`config.mk`:
```
export PLATFORM = sky130hd
export DESIGN_NAME = bus_xfer_sched
export DESIGN_NICKNAME = d
export VERILOG_FILES = /design/src/rtl/bus_xfer_pkg.sv /design/src/rtl/rr_arbiter.sv /design/src/rtl/bus_xfer_sched.sv
export SDC_FILE = /design/constraint.sdc
export NUM_CORES = 1
export LEC_CHECK = 0
export CAP_MARGIN = 20
export CORE_MARGIN = 10
export CORE_UTILIZATION = 60
export DETAILED_ROUTE_END_ITERATION = 6
export GPL_TIMING_DRIVEN = 0
export PLACE_DENSITY_LB_ADDON = 0.05
export REMOVE_ABC_BUFFERS = 1
export SKIP_CTS_REPAIR_TIMING = 1
export SLEW_MARGIN = 10
export SYNTH_ARGS = -nofsm -noshare
export SYNTH_HDL_FRONTEND = slang
export SYNTH_SLANG_ARGS = --single-unit
```
`constraint.sdc`:
```
create_clock -name clk -period 3.75 [get_ports clk]
set_input_delay 0.75 -clock clk [delete_from_list [all_inputs] [get_ports clk]]
set_output_delay 0.75 -clock clk [all_outputs]
set_load 0.01 [all_outputs]
```
`src/rtl/bus_xfer_pkg.sv`:
```
// Shared types for the burst-bus transfer scheduler.
// Holds the FSM state encoding, error codes and counter width.
package bus_xfer_pkg;

    localparam int CNT_W = 4;

    typedef enum logic [2:0] {
        IDLE,
        ADDR,
        BURST,
        WAIT_DONE,
        CLOSE
    } state_e;

    typedef enum logic [1:0] {
        ERR_NONE,
        ERR_RDY_TO,
        ERR_RDY_DROP,
        ERR_DONE_TO
    } err_code_e;

endpackage

```
`src/rtl/rr_arbiter.sv`:
```
// Combinational round-robin pick: first asserted req at or after ptr.
// Ports: req (requests), ptr (priority start) -> any, onehot, idx.
module rr_arbiter
    import bus_xfer_pkg::*;
#(
    parameter int N_REQ = 4
) (
    input  logic [N_REQ-1:0]         req,
    input  logic [$clog2(N_REQ)-1:0] ptr,
    output logic                     any,
    output logic [N_REQ-1:0]         onehot,
    output logic [$clog2(N_REQ)-1:0] idx
);

    localparam int IDX_W = $clog2(N_REQ);

    logic [IDX_W-1:0] cand;

    always_comb begin
        any    = 1'b0;
        onehot = '0;
        idx    = '0;
        cand   = '0;
        for (int i = 0; i < N_REQ; i++) begin
            // Wrap without a modulo so non-power-of-two N_REQ works.
            if (int'(ptr) + i >= N_REQ) begin
                cand = IDX_W'(int'(ptr) + i - N_REQ);
            end else begin
                cand = IDX_W'(int'(ptr) + i);
            end
            if (!any && req[cand]) begin
                any          = 1'b1;
                onehot[cand] = 1'b1;
                idx          = cand;
            end
        end
    end

endmodule

```
`src/rtl/bus_xfer_sched.sv`:
```
// Round-robin burst-bus scheduler: grants one requester, runs
// valid/ready beats, waits for done and reports errors.
// Ports: clk, rst_n, req -> gnt; valid/ready/done bus handshake;
// busy, xfer_ok, err, err_code, err_id status outputs.
module bus_xfer_sched
    import bus_xfer_pkg::*;
#(
    parameter int N_REQ     = 4,
    parameter int BURST_LEN = 4,
    parameter int READY_TO  = 4,
    parameter int DONE_TO   = 8
) (
    input  logic                     clk,
    input  logic                     rst_n,
    input  logic [N_REQ-1:0]         req,
    output logic [N_REQ-1:0]         gnt,
    output logic                     valid,
    input  logic                     ready,
    input  logic                     done,
    output logic                     busy,
    output logic                     xfer_ok,
    output logic                     err,
    output logic [1:0]               err_code,
    output logic [$clog2(N_REQ)-1:0] err_id
);

    localparam int IDX_W = $clog2(N_REQ);

    localparam logic [CNT_W-1:0] BURST_C  = CNT_W'(BURST_LEN);
    localparam logic [CNT_W-1:0] RDY_TO_C = CNT_W'(READY_TO);
    localparam logic [CNT_W-1:0] DONE_C   = CNT_W'(DONE_TO);
    localparam logic [IDX_W-1:0] LAST_IDX = IDX_W'(N_REQ - 1);

    state_e           state_q, state_d;
    logic [N_REQ-1:0] gnt_q, gnt_d;
    logic [IDX_W-1:0] gidx_q, gidx_d;
    logic [IDX_W-1:0] ptr_q, ptr_d;
    logic [CNT_W-1:0] elapsed_q, elapsed_d;
    logic [CNT_W-1:0] beat_q, beat_d;
    logic             valid_q, valid_d;
    logic             busy_q, busy_d;
    logic             xfer_ok_q, xfer_ok_d;
    logic             err_q, err_d;
    err_code_e        err_code_q, err_code_d;
    logic [IDX_W-1:0] err_id_q, err_id_d;

    logic             arb_any;
    logic [N_REQ-1:0] arb_onehot;
    logic [IDX_W-1:0] arb_idx;

    rr_arbiter #(
        .N_REQ (N_REQ)
    ) u_arb (
        .req    (req),
        .ptr    (ptr_q),
        .any    (arb_any),
        .onehot (arb_onehot),
        .idx    (arb_idx)
    );

    always_comb begin
        state_d    = state_q;
        gnt_d      = gnt_q;
        gidx_d     = gidx_q;
        ptr_d      = ptr_q;
        beat_d     = beat_q;
        valid_d    = valid_q;
        xfer_ok_d  = 1'b0;
        err_d      = 1'b0;
        err_code_d = ERR_NONE;
        err_id_d   = '0;
        // elapsed runs every cycle of a transfer and pins at DONE_TO.
        if (elapsed_q == DONE_C) begin
            elapsed_d = elapsed_q;
        end else begin
            elapsed_d = elapsed_q + 1'b1;
        end

        unique case (state_q)
            IDLE: begin
                elapsed_d = '0;
                beat_d    = '0;
                if (arb_any) begin
                    gnt_d     = arb_onehot;
                    gidx_d    = arb_idx;
                    elapsed_d = CNT_W'(1);
                    valid_d   = 1'b1;
                    state_d   = ADDR;
                end
            end
            ADDR: begin
                if (ready) begin
                    beat_d = CNT_W'(1);
                    if (BURST_LEN == 1) begin
                        valid_d = 1'b0;
                        state_d = WAIT_DONE;
                    end else begin
                        state_d = BURST;
                    end
                end else if (elapsed_q == RDY_TO_C) begin
                    err_d      = 1'b1;
                    err_code_d = ERR_RDY_TO;
                    err_id_d   = gidx_q;
                    gnt_d      = '0;
                    valid_d    = 1'b0;
                    state_d    = CLOSE;
                end
            end
            BURST: begin
                if (ready) begin
                    beat_d = beat_q + 1'b1;
                    if (beat_d == BURST_C) begin
                        valid_d = 1'b0;
                        state_d = WAIT_DONE;
                    end
                end else begin
                    err_d      = 1'b1;
                    err_code_d = ERR_RDY_DROP;
                    err_id_d   = gidx_q;
                    gnt_d      = '0;
                    valid_d    = 1'b0;
                    state_d    = CLOSE;
                end
            end
            WAIT_DONE: begin
                if (done) begin
                    xfer_ok_d = 1'b1;
                    gnt_d     = '0;
                    state_d   = CLOSE;
                end else if (elapsed_q == DONE_C) begin
                    err_d      = 1'b1;
                    err_code_d = ERR_DONE_TO;
                    err_id_d   = gidx_q;
                    gnt_d      = '0;
                    state_d    = CLOSE;
                end
            end
            CLOSE: begin
                gnt_d   = '0;
                valid_d = 1'b0;
                if (gidx_q == LAST_IDX) begin
                    ptr_d = '0;
                end else begin
                    ptr_d = gidx_q + 1'b1;
                end
                state_d = IDLE;
            end
            default: begin
                gnt_d   = '0;
                valid_d = 1'b0;
                state_d = IDLE;
            end
        endcase

        busy_d = (state_d != IDLE);
    end

    always_ff @(posedge clk or negedge rst_n) begin
        if (!rst_n) begin
            state_q    <= IDLE;
            gnt_q      <= '0;
            gidx_q     <= '0;
            ptr_q      <= '0;
            elapsed_q  <= '0;
            beat_q     <= '0;
            valid_q    <= 1'b0;
            busy_q     <= 1'b0;
            xfer_ok_q  <= 1'b0;
            err_q      <= 1'b0;
            err_code_q <= ERR_NONE;
            err_id_q   <= '0;
        end else begin
            state_q    <= state_d;
            gnt_q      <= gnt_d;
            gidx_q     <= gidx_d;
            ptr_q      <= ptr_d;
            elapsed_q  <= elapsed_d;
            beat_q     <= beat_d;
            valid_q    <= valid_d;
            busy_q     <= busy_d;
            xfer_ok_q  <= xfer_ok_d;
            err_q      <= err_d;
            err_code_q <= err_code_d;
            err_id_q   <= err_id_d;
        end
    end

    assign gnt      = gnt_q;
    assign valid    = valid_q;
    assign busy     = busy_q;
    assign xfer_ok  = xfer_ok_q;
    assign err      = err_q;
    assign err_code = err_code_q;
    assign err_id   = err_id_q;

    a_gnt_onehot: assert property (
        @(posedge clk) disable iff (!rst_n) $onehot0(gnt_q));
    a_valid_busy: assert property (
        @(posedge clk) disable iff (!rst_n) valid_q |-> busy_q);
    a_err_excl: assert property (
        @(posedge clk) disable iff (!rst_n) err_q |-> !xfer_ok_q);

endmodule

```
# Word-level counts from Yosys, hierarchy flattened
# Index checks and enable logic that the tools add are counted.
# totals
register_bits	27
elab_cells	152
# op_classes
addsub	10
n_lt_le_gt_ge	12
eq_ne	17
muxes	80
bitwise	4
n_reduce_logical	17
# op_table
op	count
2-to-1 mux 4 bit	14
2-to-1 mux 2 bit	17
2-to-1 mux 1 bit	27
2-to-1 mux 3 bit	7
case mux 4 bit (4 select lines)	1
< comparator 2 x 3 -> 1 bit, second input constant	4
!= test 2 bit, second input constant	6
OR 4 bit	3
case mux 2 bit (3 select lines)	2
case mux 3 bit (4 select lines)	1
case mux 4 bit (3 select lines)	1
AND reduction 5 bit	2
greater-or-equal comparator 3 bit, second input constant	3
adder 4 x 1 -> 4 bit, second input constant	2
binary-select mux 1 bit (select 2 bit)	4
demux 1 bit (select 2 bit)	4
equality test 4 x 3 -> 1 bit, second input constant	2
greater-or-equal comparator 2 x 1 -> 1 bit, second input constant	4
subtractor 2 x 1 -> 2 bit, second input constant	4
logical AND 1 bit	7
adder 2 x 2 -> 3 bit, second input constant	2
equality test 3 x 2 -> 1 bit, second input constant	2
!= test 3 bit, second input constant	2
nonzero test 3 bit	2
other kinds (15)	17

# Longest topological paths before layout
# depth
depth_word	17
mapped_depth	9
ltp_nobuf	7

# Cells and area by module
# Synthesis repeated with hierarchy kept, for this count alone.
# unflattened
hier_cells	180
area_unflattened_um2	1890.6
# by_module_without_submodules
mod	instances	cells_each	area_per_inst_um2	seq_area_each_um2
bus_xfer_sched	1	135	1471.4	675.6
rr_arbiter	1	45	419.2	0.0

# Worst setup path before layout
# No wires, ideal clock.
# synth_timing
path_type	flip-flop to flip-flop
from	register ptr_q[0]
to	register busy_q, in the netlist busy
setup_time_ns	0.133
t_arrival_ns	2.455
required_time_ns	3.617
path_slack_ns	1.162
stages_incl_launch_ff	10
path_cell_list	dfrtp_1 > buf_6 > inv_1 > ha_1 > mux4_2 > nor4_2 > nand2b_1 > buf_6 > o2111ai_4 > o21bai_1
# synth_via
elab_chain_len	17
elab_cells_between_ends	36
# synth_rtl
element	line_no	text
from (decl)	bus_xfer_sched.sv:37	logic [IDX_W-1:0] ptr_q, ptr_d;
from (signal assigned)	bus_xfer_sched.sv:176	ptr_q <= ptr_d;
branches (longest 13 deep; another with adder 2 x 1 -> 3 bit)	--	
2-to-1 mux 1 bit *	rr_arbiter.sv:31	if (!any && req[cand]) begin
2-to-1 mux 3 bit *	bus_xfer_sched.sv:83	if (arb_any) begin
case mux 3 bit (4 select lines) *	bus_xfer_sched.sv:79	unique case (state_q)
net state_d[0]	bus_xfer_sched.sv:34	state_e state_q, state_d;
nonzero test 3 bit *	bus_xfer_sched.sv:155	busy_d = (state_d != IDLE);
net busy_d	bus_xfer_sched.sv:41	logic busy_q, busy_d;
to (signal assigned)	bus_xfer_sched.sv:180	busy_q <= busy_d;
to (decl)	bus_xfer_sched.sv:41	
# Mark *: on every way through the listed nets, which the timed path passes. The select of a mux whose other input is x is not followed.
# A chain may end at the register's enable or synchronous reset.

# Final worst setup path
# Same ends and word-level chain as after synthesis.

==> flow_summary.toml <==
[run_status]
status = "finished clean"

[sta]
holdWs_ps = 503
tightest_slew_ps = 821
maxSlewViolCount = 0
setup_viol = 0
max_freq_mhz = 297
timing.final.hold_violations = 0
slew_headroom = 0.448
rsz0062_at_grt = "false"
clock_skew_ps = 4.46
period_minus_slack_ps = 3370
fin_setup_tns_ps = 0
period_share = 0.898

[global_routing]
grt-ovfl-total = 0
grt_pass1_wl_mm = 6.00
grt_max_degree = 17
grt_pass1_vias = 1333
antenna_found_initial = 0
grtUsageTotal = 0.136

[route]
first_pass_iters = 4
ant_nets = 0
via_count = 1372
drc = 0
wirelength_mm = 3.60
drt-vias-per-instance = 6.26
drt_iter0_markers = 162
wl_per_cell_um = 16.4

[floorplanning]
start_util = 0.628
fp.dieArea_sq_um = 5430
dieWidth_um = 73.7
coreArea_sq_um = 2760
ios = 20
rows = 19
die_h_um = 73.7

[setup_path]
r2r-start = "ptr_q[0]"
crit_path_start_kind = "register"
crit_start = "ptr_q[0]"
cp_max_fo = 13
cp-end-kind = "register"
path_class = "reg -> reg"
cp.arrival_ps = 3570
cp.required_ps = 3950

[place]
place_inst = 215
hpwl_mm = 2.77
numPortBuffers = 19
gp_congestion = 0.828

[pwr]
ir_worst_vdd_uv = 653
seqPwrFrac = 0.368
p_clk_frac = 0.083
power_density_nw_per_um2 = 755
switchingPower_mw = 0.665
switching_share = 0.449
p_comb_frac = 0.549
leakagePower_nw = 0.860
p_int_mw = 0.816

[clock_network]
cts_buffers = 3
cts_max_path_buffers = 2
cts_sinks = 27
clk_latency_ps = 320
path_clk_slew_ps = 140
cts_tree = "yes"
root_buffer = "clkbuf_4"
htree_levels = 1

[finish]
syn_to_final_growth_pct = 13.2
stdcell_count = 219
drive_above_1_share = 0.0745
n_antenna_cell = 0
fin_nets = 210

[yosys]
yosys_warnings = 0
synth-edff-count = 0
async_reset_ff_frac = 1.00
synth_area_sq_um = 1730
synth.distinct_cells = 47
synth.avg_cell_area_sq_um = 10.1
ys.flop_type = "dfrtp_1"
yosysSeqAreaShare = 0.390
synth_cells = 171
synth_seq_cells = 27

[job]
drv_cap = 0

[hold_path]
hp-start = "gnt[0]"
min_path_type = "reg -> reg"
## layer usage
layer / share of wire / global-route usage / wire length, um
met3: 0.058 / 0.0283 / 210
met1: 0.43 / 0.170 / 1550
met4: 0.0056 / 0.0476 / 20
met5: 0 / 0 / 0
met2: 0.51 / 0.224 / 1820
## cells by family (layout without fill, tap and decap cells)
logic type,Yosys count,count (layout),share of synthesized area
buf+inv,17,34,0.0462
fa+ha+maj,13,13,0.0939
xor+xnor,4,4,0.0202
compound gates,52,52,0.220
flops,27,27,0.390
mux,6,6,0.0636
simple gates,52,52,0.166
## worst max-delay path: stages, from the launching register on
cell	delay, ps
dfrtp_1	730
inv_1	260
ha_1	460
mux4_2	640
nor4_2	320
nand2b_1	450
o2111ai_4	190
o21bai_1	210
## area by class of cell
cell class | instances | area (sq um)
multi-input combinational | 127 | 976
fill | 235 | 797
sequential | 27 | 676
timing repair buffer | 20 | 205
tap | 31 | 38.8
inverter | 10 | 37.5
clock buffer | 3 | 22.5
clock inverter | 1 | 5.00
## registers in the layout, indices dropped and copies added, names as in the netlist, 2 cells and up
name	cells
err_id	2
ptr_q	2
elapsed_q	4
gnt	4
err_code	2
beat_q	4
gidx_q	2
state_q	3
## path summary, 6_finish.rpt
path,end,slack [ps],cells after the start
hold reg to reg,gnt[0],500,1
setup reg to reg,busy,380,7
max in group asynchronous,xfer_ok,2430,2
min in group asynchronous,state_q[0],810,1
hold / removal,gnt[0],500,1
setup / recovery,busy,380,7
## power by group through the flow
stage / Combinational (mW) / Clock, mW / Sequential [mW]
floorplan: 0.574 / 0 / 0.535
global placement: 0.776 / 0 / 0.540
detailed placement: 0.817 / 0 / 0.549
CTS: 0.819 / 0.128 / 0.543
global route: 0.908 / 0.143 / 0.570
finish: 0.813 / 0.122 / 0.545
## cell usage after synthesis, types with 2 or more instances
master	n	area share
nor3_1	6	0.017
nor2_1	9	0.020
nand2_1	12	0.026
nor2b_1	2	0.0072
clkbuf_1	4	0.0087
nand3_1	3	0.0087
o2bb2ai_1	4	0.020
and2_1	2	0.0072
xnor2_1	3	0.015
a22oi_1	6	0.026
mux4_2	4	0.052
a221o_1	4	0.023
a31oi_1	2	0.0072
and3b_1	2	0.010
dfrtp_1	27	0.39
a21oi_1	10	0.029
buf_6	2	0.013
nand2b_1	6	0.022
and3_1	2	0.0072
nand3b_1	2	0.0087
nand4_1	2	0.0072
inv_1	8	0.017
ha_1	13	0.094
o21ai_0	3	0.0087
a22o_1	2	0.010
mux2i_1	2	0.012
o21ai_1	8	0.023
inv_2	2	0.0043
## stage by stage
step	power, mW	utilization	worst slack (ps)	instance area, sq um
finish	1.48	0.711	383	1960
global route	1.62	0.711	171	1960
CTS	1.49	0.711	370	1960
detailed placement	1.37	0.701	394	1930
global placement	1.32	0.696	491	1920
floorplan	1.11	-	889	1690
## placed cells by master (no fill, tap or decap), types with 4 or more instances in the layout
master            n
a21oi_1          10
a221o_1           4
a22oi_1           6
clkdlybuf4s50_1  19
dfrtp_1          27
ha_1             13
inv_1             8
mux4_2            4
nand2_1          12
nand2b_1          6
nor2_1            9
nor3_1            6
o21ai_1           8
o2bb2ai_1         4
No activity file was read; power rests on OpenSTA's default activity.
